### src/rtl/pattern_arbiter_pkg.sv
// Shared PPU pattern-fetch definitions: address width, row type, arbiter
// state encoding and requester ids.
package pattern_arbiter_pkg;

  localparam int PAT_ADDR_W = 13;

  typedef logic [31:0] pattern_row_t;

  typedef enum logic [1:0] {
    ARB_IDLE = 2'd0,
    ARB_OWN0 = 2'd1,
    ARB_OWN1 = 2'd2
  } arb_state_t;

  localparam logic REQ_SPRITE = 1'b0;
  localparam logic REQ_BG     = 1'b1;

endpackage

### src/rtl/pat_tag_pipe.sv
// Return-tag delay line: one {valid, id} per grant, emerging DEPTH cycles later
// alongside the matching memory data.
module pat_tag_pipe #(
  parameter int DEPTH = 2
) (
  input  logic clock,
  input  logic reset,
  input  logic push,
  input  logic id_in,
  input  logic flush,
  output logic pop_valid,
  output logic id_out
);

  logic [DEPTH:1] vld_pipe;
  logic [DEPTH:1] id_pipe;

  always_ff @(posedge clock or posedge reset) begin
    if (reset) begin
      vld_pipe <= '0;
      id_pipe  <= '0;
    end else if (flush) begin
      vld_pipe <= '0;
      id_pipe  <= '0;
    end else begin
      vld_pipe[1] <= push;
      id_pipe[1]  <= id_in;
      for (int i = 2; i <= DEPTH; i++) begin
        vld_pipe[i] <= vld_pipe[i-1];
        id_pipe[i]  <= id_pipe[i-1];
      end
    end
  end

  // The tag leaving during a flush belongs to a pre-flush request.
  assign pop_valid = vld_pipe[DEPTH] & ~flush;
  assign id_out    = id_pipe[DEPTH];

endmodule

### src/rtl/sat_counter.sv
// Saturating up-counter with synchronous clear and load-to-one.
module sat_counter #(
  parameter int MAX = 4,
  parameter int W   = $clog2(MAX + 1)
) (
  input  logic         clock,
  input  logic         reset,
  input  logic         clr,
  input  logic         load,
  input  logic         inc,
  output logic [W-1:0] count
);

  localparam logic [W-1:0] TOP = W'(MAX);

  always_ff @(posedge clock or posedge reset) begin
    if (reset)                     count <= '0;
    else if (clr)                  count <= '0;
    else if (load)                 count <= W'(1);
    else if (inc && count != TOP)  count <= count + W'(1);
  end

endmodule

### src/rtl/pattern_arbiter.sv
// Two-requester pattern-memory arbiter (sprite / background) with lockable
// bursts, round-robin fairness and in-order tagged returns.
module pattern_arbiter
  import pattern_arbiter_pkg::*;
#(
  parameter int LATENCY   = 2,
  parameter int MAX_BURST = 4
) (
  input  logic                       clock,
  input  logic                       reset,
  input  logic                       clear,
  input  logic [1:0]                 req_valid,
  input  logic [1:0][PAT_ADDR_W-1:0] req_addr,
  input  logic [1:0]                 req_lock,
  output logic [1:0]                 req_grant,
  output logic [1:0]                 rsp_avail,
  output logic [31:0]                rsp_data,
  output logic                       mem_rd,
  output logic [PAT_ADDR_W-1:0]      mem_addr,
  input  logic [31:0]                mem_rdata
);

  localparam int            CW   = $clog2(MAX_BURST + 1);
  localparam logic [CW-1:0] MAXC = CW'(MAX_BURST);

  arb_state_t    state, state_nxt;
  logic          last;
  logic          gnt_id;
  logic [CW-1:0] burst_cnt, cnt_after;
  logic          cnt_clr, cnt_load, cnt_inc;
  logic          pop_valid, pop_id;

  always_ff @(posedge clock or posedge reset) begin
    if (reset) state <= ARB_IDLE;
    else       state <= state_nxt;
  end

  // Round-robin history is deliberately untouched by clear.
  always_ff @(posedge clock or posedge reset) begin
    if (reset)        last <= 1'b1;
    else if (mem_rd)  last <= gnt_id;
  end

  always_comb begin
    state_nxt = state;
    req_grant = '0;
    gnt_id    = REQ_SPRITE;
    cnt_after = burst_cnt;
    cnt_clr   = 1'b0;
    cnt_load  = 1'b0;
    cnt_inc   = 1'b0;
    if (reset || clear) begin
      state_nxt = ARB_IDLE;
      cnt_clr   = 1'b1;
    end else begin
      case (state)
        ARB_IDLE: begin
          if (req_valid != 2'b00) begin
            gnt_id            = (req_valid == 2'b11) ? ~last : req_valid[1];
            req_grant[gnt_id] = 1'b1;
            cnt_after         = CW'(1);
            if (req_lock[gnt_id] && !(cnt_after >= MAXC && req_valid[~gnt_id])) begin
              state_nxt = gnt_id ? ARB_OWN1 : ARB_OWN0;
              cnt_load  = 1'b1;
            end
          end
        end
        ARB_OWN0, ARB_OWN1: begin
          gnt_id = (state == ARB_OWN1) ? REQ_BG : REQ_SPRITE;
          if (req_valid[gnt_id]) begin
            req_grant[gnt_id] = 1'b1;
            cnt_after         = (burst_cnt >= MAXC) ? burst_cnt : burst_cnt + CW'(1);
            // Burst ends on lock release, or at the limit if the other side waits.
            if (req_lock[gnt_id] && !(cnt_after >= MAXC && req_valid[~gnt_id])) begin
              cnt_inc = 1'b1;
            end else begin
              state_nxt = ARB_IDLE;
              cnt_clr   = 1'b1;
            end
          end else begin
            state_nxt = ARB_IDLE;
            cnt_clr   = 1'b1;
          end
        end
        default: begin
          state_nxt = ARB_IDLE;
          cnt_clr   = 1'b1;
        end
      endcase
    end
  end

  assign mem_rd   = |req_grant;
  assign mem_addr = mem_rd ? req_addr[gnt_id] : '0;

  sat_counter #(.MAX(MAX_BURST), .W(CW)) u_burst (
    .clock (clock),
    .reset (reset),
    .clr   (cnt_clr),
    .load  (cnt_load),
    .inc   (cnt_inc),
    .count (burst_cnt)
  );

  pat_tag_pipe #(.DEPTH(LATENCY)) u_tags (
    .clock     (clock),
    .reset     (reset),
    .push      (mem_rd),
    .id_in     (gnt_id),
    .flush     (clear),
    .pop_valid (pop_valid),
    .id_out    (pop_id)
  );

  assign rsp_avail = pop_valid ? (pop_id ? 2'b10 : 2'b01) : 2'b00;
  assign rsp_data  = pop_valid ? mem_rdata : '0;

endmodule

### config.mk
export PLATFORM = sky130hd
export DESIGN_NAME = pattern_arbiter
export DESIGN_NICKNAME = d
export VERILOG_FILES = /design/src/rtl/pattern_arbiter_pkg.sv /design/src/rtl/pat_tag_pipe.sv /design/src/rtl/sat_counter.sv /design/src/rtl/pattern_arbiter.sv
export SDC_FILE = /design/constraint.sdc
export NUM_CORES = 1
export LEC_CHECK = 0
export CAP_MARGIN = 30
export CELL_PAD_IN_SITES_DETAIL_PLACEMENT = 1
export CELL_PAD_IN_SITES_GLOBAL_PLACEMENT = 1
export CORE_MARGIN = 2
export CORE_UTILIZATION = 20
export DETAILED_ROUTE_END_ITERATION = 16
export GPL_TIMING_DRIVEN = 1
export PLACE_DENSITY_LB_ADDON = 0.12
export SLEW_MARGIN = 20
export SYNTH_ARGS = -nofsm -noshare
export SYNTH_HDL_FRONTEND = slang
export SYNTH_SLANG_ARGS = --single-unit
### constraint.sdc
create_clock -name clock -period 4.1 [get_ports clock]
set_input_delay 0.82 -clock clock [delete_from_list [all_inputs] [get_ports clock]]
set_output_delay 0.82 -clock clock [all_outputs]
set_load 0.02 [all_outputs]
==> metrics.txt <==
status=complete, no violations; Core Util, Final=0.439; Leak=1.05 nW; Clock power frac=0.292; Hold Path Origin=u_tags.id_pipe[1]; hpwl dp=about 3700 um; diode count=0; crit-path most repeated cell=clkdlybuf4s50_1; initial antenna violation count=0; CTS clk-pin slew, worst paths=~40 ps; # IOs=approximately 120; dominant synthesized flop cell=dfrtp_1; f_max=260 MHz; TritonCTS clock tree=yes; Critical R2R Launch=state[1]; top-count cell post-synth=and2_1; WL per Instance=around 13 um; hold endpoint=u_tags.id_pipe[2]; crit end category=primary output; share of layout cells above drive strength 1=0.0543; filler cell count=between 600 and 700; Yosys top cell area share=0.202; critical path's top delay family=buffers and inverters; DRC violation count after routing=0; htree depth=1; # resized after CTS=0; Final Power=0.000368 W; Hold Path Class=reg2reg; initial core utilization=0.205; first-pass GRT wire length=about 6800 um; maximum root-to-sink buffer count=2; post-synthesis cell count=140; Pre-antenna DRT Iters=4; sequential power share=0.290; MaxCap Viol Count=0; clock sink count=10; Sw Pwr=around 0.00010 W; CP Buf/Inv Count=3; Crit path required time=roughly 3300 ps; TNS Setup=0 ps; Post-synth EDFFs=0; hold slack=~470 ps; synth warn=0; postcts setup bufs=0; largest net degree at the start of global routing=35; row count=27; Pins Over Slew Limit=0; part of the power in combinational logic=0.418; Root Driver=clkbuf_8; min Tclk post-route=roughly 3800 ps; Max Fanout on Critical Path=14; vias=between 1000 and 1500; Post-Syn Area=1110 sq um; actual slew at the worst max-slew pin=about 400 ps; GR Util All Layers=0.136; Final Hold Viols=0; vias in the first global route=1334; crit share post-route=0.937; register area share after synthesis=0.226; final setup fails=0; largest cells by area after synthesis=dfrtp_1 20%, and2_1 19%, mux2i_1 13%, ha_1 7.9%, nor2_1 6.4%; Internal Power=around 0.00027 W; Post-synth top cells=34 x and2_1, 19 x nor2_1, 14 x mux2i_1; Crit-path slowest cell=clkdlybuf4s50_1; Core ar.=around 5400 sq um; Mean Syn Cell Area=between 7 and 8 sq um; # nets final=roughly 330; critical-path cell list=clkdlybuf4s50_1 -> a21boi_2 -> nand3_1 -> a211o_1 -> buf_4 -> mux2i_1 -> nor2_1 -> clkdlybuf4s50_1; area grow syn2layout=114%; switching share of total power=0.270; critical path arrival=about 3000 ps; Max stage delay on crit path=between 600 and 700 ps; post-synthesis async set-or-reset flop share=1.00; Synth area leader=dfrtp_1; Final Skew=6.93 ps; DRT iter0 DRCs=64; CP Launch Type=primary input; Max VDD drop=around 0.080 mV; Worst-Skew Late Latency=roughly 240 ps; FF-to-FF path depth=7; grt total ovfl=0; Vias/cell=roughly 4.2; Chip Width=78.7 um; crit path kind=in2out; count of state elements after synthesis=10; Die Ht=around 79 um; Syn Nets=roughly 210; pwr dens=~150 nW/um^2; unrepaired setup endpoints after global routing=no; Unique masters post-synth=33; hold path cells=1; CTS Buf Count=3; CTS Hold Buffers Added=0; post-route ant nets=0; IO Port Bufs=around 110; die footprint=about 6200 sq um; RD Place Congestion=0.761; reg-to-reg endpoint=u_burst.count[0]; Slew HR=0.734; setup slack, reg-to-reg=~2100 ps; Detailed Route WL=approximately 4300 um
[worst reg2reg max path, stage by stage (launching register included)]
cell	delay (ps)
dfrtp_1	440
inv_1	90
ha_1	330
nor3b_1	350
o221ai_1	280
nor2_1	230
xnor2_1	140
a21oi_1	80
[how the worst max path moves through the flow]
stage	from	slack (ps)	to	cells after the start
5_1_grt	req_valid[0]	120	mem_addr[11]	8
6_report	req_valid[0]	260	mem_addr[12]	8
4_1_cts	req_valid[0]	250	mem_addr[12]	8
2_1_floorplan	req_valid[1]	1230	mem_addr[10]	7
3_5_place_dp	req_valid[0]	260	mem_addr[12]	8
3_3_place_gp	req_valid[0]	260	mem_addr[2]	8
[registers in the layout (all words and copies together), names as in the netlist]
name	count
u_burst.count	3
state	2
last	1
u_tags.id_pipe	2
u_tags.vld_pipe	2
[logic make-up (layout without fill, tap and decap cells)]
group                      count (synthesis)  count (layout)  share of synthesized area
DFF                                       10              10                      0.226
adders and majority gates                  7               7                     0.0786
AOI/OAI and AO/OA                         17              17                      0.118
muxes                                     15              15                      0.136
and+or+nand+nor                           73              73                      0.355
buffers and inverters                     17             135                     0.0797
xor gates and xnor gates                   1               1                    0.00786
[power by group through the flow]
stage	clock network [W]	registers, W	logic (W)
3_3_place_gp	0	0.000108	0.000154
6_report	0.000107	0.000107	0.000154
4_1_cts	0.000112	0.000107	0.000156
5_1_grt	0.000114	0.000107	0.000167
2_1_floorplan	0	0.000107	0.0000622
3_5_place_dp	0	0.000109	0.000156
[final cells by class]
type | instances | area [sq um] | area share
well taps | 72 | 90.1 | 0.0377
multi-input cells | 113 | 774 | 0.324
repair buffers | 120 | 1190 | 0.497
flip-flops and latches | 10 | 251 | 0.105
clock buffers | 4 | 45.0 | 0.0189
inverters | 11 | 41.3 | 0.0173
[per-layer routing]
layer  part of all wire  GRT usage
met5                  0          0
met4              0.011     0.0421
met3              0.092     0.0368
met2               0.43      0.212
met1               0.46      0.182
[placed cells by master, fill, tap and decap left out, types with 2 or more instances in the layout]
cell	instances
mux2i_1	14
nor2_1	19
nand3_1	2
and2_1	34
ha_1	7
buf_4	6
a32o_1	2
clkbuf_8	3
dfrtp_1	9
inv_1	11
o21ai_0	2
clkdlybuf4s50_1	114
nor2b_1	5
nand2_1	7
a21oi_1	4
a22o_1	2
[per-stage QoR]
| stage | instances | worst slack (ps) | instance area, sq um |
|---|---|---|---|
| after floorplan | 140 | 1230 | 1110 |
| after global placement | 326 | 262 | 2340 |
| after detailed placement | 326 | 255 | 2340 |
| after CTS | 330 | 245 | 2390 |
| after global routing | 330 | 123 | 2390 |
| final | 330 | 257 | 2390 |
(Power assumes the default switching activity.)
